$ cat src/rtl/mem_port_arbiter_pkg.sv
// Shared definitions for the memory port arbiter: FSM states and requester port IDs.
package mem_port_arbiter_pkg;

  typedef enum logic [1:0] {
    IDLE   = 2'd0,
    ACCESS = 2'd1,
    WAIT   = 2'd2
  } state_t;

  localparam logic PORT_IF = 1'b0;
  localparam logic PORT_DM = 1'b1;

endpackage

$ cat src/rtl/mem_port_arbiter_mux.sv
// Generic 2:1 multiplexer used for the shared memory address (a1 when s=1).
module mux2to1_d32 #(
  parameter int N = 32
) (
  input  logic         s,
  input  logic [N-1:0] a0,
  input  logic [N-1:0] a1,
  output logic [N-1:0] y
);

  assign y = s ? a1 : a0;

endmodule

$ cat src/rtl/mem_port_arbiter.sv
// Shares one synchronous memory port between instruction fetch and data access.
// Define DATA_PRIORITY_EN for fixed DM-over-IF priority; default is round-robin.
module mem_port_arbiter
  import mem_port_arbiter_pkg::*;
#(
  parameter int AW      = 32,
  parameter int DW      = 32,
  parameter int MEM_LAT = 1
) (
  input  logic          clk,
  input  logic          rst,
  input  logic          if_req,
  input  logic [AW-1:0] if_addr,
  output logic          if_done,
  input  logic          dm_req,
  input  logic          dm_we,
  input  logic [AW-1:0] dm_addr,
  input  logic [DW-1:0] dm_wdata,
  output logic          dm_done,
  output logic [DW-1:0] rdata,
  output logic          mem_en,
  output logic          mem_we,
  output logic [AW-1:0] mem_addr,
  output logic [DW-1:0] mem_wdata,
  input  logic [DW-1:0] mem_rdata,
  output logic          sel,
  output logic          busy
);

  localparam int CW = $clog2(MEM_LAT + 1);

  state_t          state_q, state_d;
  logic            sel_q, sel_d;
  logic            last_q, last_d;
  logic            we_q, we_d;
  logic [CW-1:0]   cnt_q, cnt_d;
  logic [DW-1:0]   rdata_q, rdata_d;
  logic            winner;

  always_ff @(posedge clk or posedge rst) begin
    if (rst) begin
      state_q <= IDLE;
      sel_q   <= PORT_IF;
      last_q  <= PORT_DM;
      we_q    <= 1'b0;
      cnt_q   <= '0;
      rdata_q <= '0;
    end else begin
      state_q <= state_d;
      sel_q   <= sel_d;
      last_q  <= last_d;
      we_q    <= we_d;
      cnt_q   <= cnt_d;
      rdata_q <= rdata_d;
    end
  end

  always_comb begin
`ifdef DATA_PRIORITY_EN
    winner = dm_req ? PORT_DM : PORT_IF;
`else
    if (if_req && dm_req) winner = ~last_q;
    else                  winner = dm_req ? PORT_DM : PORT_IF;
`endif
  end

  always_comb begin
    state_d = state_q;
    sel_d   = sel_q;
    last_d  = last_q;
    we_d    = we_q;
    cnt_d   = cnt_q;
    rdata_d = rdata_q;
    mem_en  = 1'b0;
    mem_we  = 1'b0;
    if_done = 1'b0;
    dm_done = 1'b0;
    rdata   = rdata_q;
    case (state_q)
      IDLE: begin
        if (if_req || dm_req) begin
          sel_d   = winner;
          last_d  = winner;
          state_d = ACCESS;
        end
      end
      ACCESS: begin
        mem_en  = 1'b1;
        mem_we  = dm_we & sel_q;
        we_d    = dm_we & sel_q;
        cnt_d   = CW'(1);
        state_d = WAIT;
      end
      WAIT: begin
        if (cnt_q == CW'(MEM_LAT)) begin
          if_done = ~sel_q;
          dm_done = sel_q;
          // Read data is forwarded during the done cycle and held in rdata_q
          // afterwards, so it is valid together with the done pulse.
          if (!we_q) begin
            rdata_d = mem_rdata;
            rdata   = mem_rdata;
          end
          state_d = IDLE;
        end else begin
          cnt_d = cnt_q + CW'(1);
        end
      end
      default: state_d = IDLE;
    endcase
  end

  mux2to1_d32 #(.N(AW)) u_addr_mux (
    .s  (sel_q),
    .a0 (if_addr),
    .a1 (dm_addr),
    .y  (mem_addr)
  );

  assign mem_wdata = dm_wdata;
  assign sel       = sel_q;
  assign busy      = (state_q != IDLE);

endmodule
$ cat config.mk
export PLATFORM = sky130hd
export DESIGN_NAME = mem_port_arbiter
export DESIGN_NICKNAME = d
export VERILOG_FILES = /design/src/rtl/mem_port_arbiter_pkg.sv /design/src/rtl/mem_port_arbiter_mux.sv /design/src/rtl/mem_port_arbiter.sv
export SDC_FILE = /design/constraint.sdc
export NUM_CORES = 1
export LEC_CHECK = 0
export CAP_MARGIN = 20
export CORE_MARGIN = 2
export CORE_UTILIZATION = 29
export CTS_BUF_LIST = sky130_fd_sc_hd__clkbuf_4
export DETAILED_ROUTE_END_ITERATION = 10
export GPL_ROUTABILITY_DRIVEN = 0
export PLACE_DENSITY = 0.83
export SLEW_MARGIN = 20
export SYNTH_ARGS = -nofsm -noshare
export SYNTH_HDL_FRONTEND = slang
export SYNTH_SLANG_ARGS = --single-unit
$ cat constraint.sdc
create_clock -name clk -period 2.06 [get_ports clk]
set_clock_uncertainty 0.1 [all_clocks]
set_input_delay 0.412 -clock clk [delete_from_list [all_inputs] [get_ports clk]]
set_output_delay 0.412 -clock clk [all_outputs]
set_load 0.01 [all_outputs]
==> run summary <==
gr usage total -> 18.3%
failing checks -> setup timing
Syn Area/Cell -> 12.9 µm²
#FFs+latches synth -> 38
Routed WL per cell -> 18.4 µm
P&R area growth vs syn -> 97.3%
CTS max path bufs -> 2
max_cap viols -> 0
CTS tree -> done
clock root cell -> clkbuf_4
endpoints failing setup -> 42
critical path endpoint category -> primary output
min Tclk post-route -> 2.28 ns
largest net degree at the start of global routing -> 24
First-pass DRT Iterations -> 4
Die Span X -> 90.9 µm
fraction of layout instances using a drive strength above 1 -> 55.1%
Reg clk slew, reported paths -> 0.12 ns
ANT cells -> 0
Vias per Instance -> 4.51
Hold Crit Class -> in -> async
CORE AREA -> 7290 µm²
R2R Setup Slk -> 0.21 ns
Critical Path AT -> 1.76 ns
CP max stage delay -> 0.39 ns
total CTS buffers -> 5
Max Clock Freq -> 439 MHz
ANT nets after route -> 0
Post-DP Area -> 3850 µm²
Synth cell types -> 22
Iteration-0 DRC Markers -> 43
crit-path cells -> inv_2 -> ha_4 -> nand3b_4 -> clkbuf_16 -> mux2_2 -> buf_2
Pleak -> 1.95 nW
initial antenna violation count -> 0
period utilization -> 111%
Top Ports -> 235
Starting Density -> 30.0%
crit path max-delay cell type -> dfrtp_1
Cell Area, Synth -> 2190 µm²
H-tree Lvls -> 2
Tightest Pin Transition -> 0.302 ns
most frequent cells in the layout -> clkdlybuf4s50_1 (100), buf_6 (62), mux2_2 (45), dfrtp_1 (37), mux2_4 (20)
relative slew slack -> 79.9%
top post-synthesis cells by area -> dfrtp_1 (42%), mux2_2 (32%), buf_4 (11%)
worst setup margin -> -0.217 ns
YS warnings -> 0
dominant cell type by area after synthesis -> dfrtp_1
post-placement cell count -> 413
full die area -> 8260 µm²
Routed WL -> 8110 µm
sequential share of the synthesized area -> 43.5%
Via Count -> 1984
Setup crit start kind -> flip-flop
Detail Placement HPWL -> 5860 µm
final hold violations -> 0
GR Overflow Total -> 0
worst IR drop on VDD -> 780 µV
Clock Sinks -> 38
commonest non-fill, non-tap cell in the layout -> clkdlybuf4s50_1
fin area -> 4320 µm²
Required @ worst endpoint -> 1.55 ns
Nets -> 479
Finished Layout Cells -> 440
RSZ-0062 raised after global routing -> yes
Yosys top cell area share -> 42.3%
detailed-route DRC error count -> 0
port buffer count -> 170
first-pass GRT wire length -> 11800 µm
vias in the first global route -> 2147
pre-CTS setup slack -> -0.210 ns
Total Neg Setup Slack -> -6.45 ns
row count -> 31
Die H -> 90.9 µm
Synth Instances -> 169
Crit Path Class -> reg -> out
clk_lat worst skew -> 0.34 ns
Pwr Density -> 1360 nW/µm²
Synthesized Nets -> 307
Max Slew Vio Count -> 0
Crit Path Max Fanout -> 8
status -> complete, but fails checks
[per-layer routing]
layer | GRT usage, % | vias to the layer above | part of all wire, %
li1 | - | 888 | -
met1 | 18.9 | 958 | 35
met2 | 34.8 | 131 | 53
met3 | 7.60 | 7 | 11
met4 | 3.41 | 0 | 0.84
met5 | 0 | - | 0
[registers in the layout, summed over array words and instances (netlist names)]
| name | flops |
|---|---|
| sel | 1 |
| rdata_q | 32 |
| state_q | 2 |
| we_q | 1 |
| last_q | 1 |
| cnt_q | 1 |
[cell usage after synthesis]
| cell type | instances |
|---|---|
| nor2_1 | 2 |
| dfrtp_1 | 37 |
| a21o_1 | 1 |
| mux2_2 | 63 |
| and3_1 | 1 |
| o21ai_0 | 1 |
| nand2_1 | 3 |
| a21oi_1 | 2 |
| and3_2 | 1 |
| and2b_2 | 1 |
| mux2_4 | 2 |
| inv_1 | 5 |
| nand3b_4 | 1 |
| dfstp_2 | 1 |
| a31oi_1 | 1 |
| buf_2 | 4 |
| clkbuf_8 | 3 |
| ha_1 | 5 |
| buf_4 | 32 |
| or2_2 | 1 |
| a32o_1 | 1 |
| o21a_1 | 1 |
[cells by family after synthesis]
| logic type | Yosys count | share of synthesized area (%) |
|---|---|---|
| muxes | 65 | 33.8 |
| AOI/OAI and AO/OA | 7 | 2.12 |
| buffers and inverters | 44 | 14.6 |
| and+or+nand+nor | 10 | 3.09 |
| adders and majority gates | 5 | 2.86 |
| DFF | 38 | 43.5 |
[critical path, delay by kind of cell, from the launching register on]
family                   cells  cell delay [ns]
adder cells (fa/ha/maj)      1             0.16
buffers and inverters        3             0.39
flip-flops                   1             0.39
multiplexers                 1             0.34
AND/OR/NAND/NOR              1             0.15
[final cells by class]
cell class	instances	area, µm²
clock buffer	6	45.0
clock inverter	1	7.51
fill	617	2980
inverter	5	21.3
multi-input combinational	87	1030
sequential	38	952
tap	99	124
timing repair buffer	204	2130
[report_power, final]
group          leakage (nW)  total [mW]  internal [mW]  switching [mW]
Combinational          1.48        4.24           2.64            1.60
Clock                0.0278       0.378          0.141           0.238
Sequential            0.442        1.24           1.12           0.124
[stage by stage]
step,hold WS (ns),total power [mW],util (%)
floorplan,0.354,2.86,-
global route,0.278,6.20,59.2
global placement,0.379,4.57,52.9
detailed placement,0.383,4.64,52.9
CTS,0.269,5.22,54.8
finish,0.278,5.86,59.2
[what timing repair did]
item | CTS | global route
endpoints found under the hold margin | 0 | 0
gates cloned | 3 | 2
pin swaps | 0 | 3
buffers inserted | 9 | 9
hold buffers | 0 | 0
setup endpoints to repair | 69 | 68
resized for setup | 303 | 79
[final timing paths]
| kind | to | depth (start not counted) | startpoint |
|---|---|---|---|
| max | rdata[29] | 6 | state_q[0]$_DFFE_PP0P_ |
| min | rdata_q[8]$_DFF_PP0_ | 3 | rst |
| max reg2reg | state_q[1]$_DFFE_PP0P_ | 8 | state_q[1]$_DFFE_PP0P_ |
| min reg2reg | rdata_q[23]$_DFF_PP0_ | 1 | rdata_q[23]$_DFF_PP0_ |
| max in group asynchronous | last_q$_DFFE_PP1P_ | 3 | rst |
| min in group clk | rdata_q[23]$_DFF_PP0_ | 1 | rdata_q[23]$_DFF_PP0_ |
Note: power is estimated with default switching activity, not from simulation.
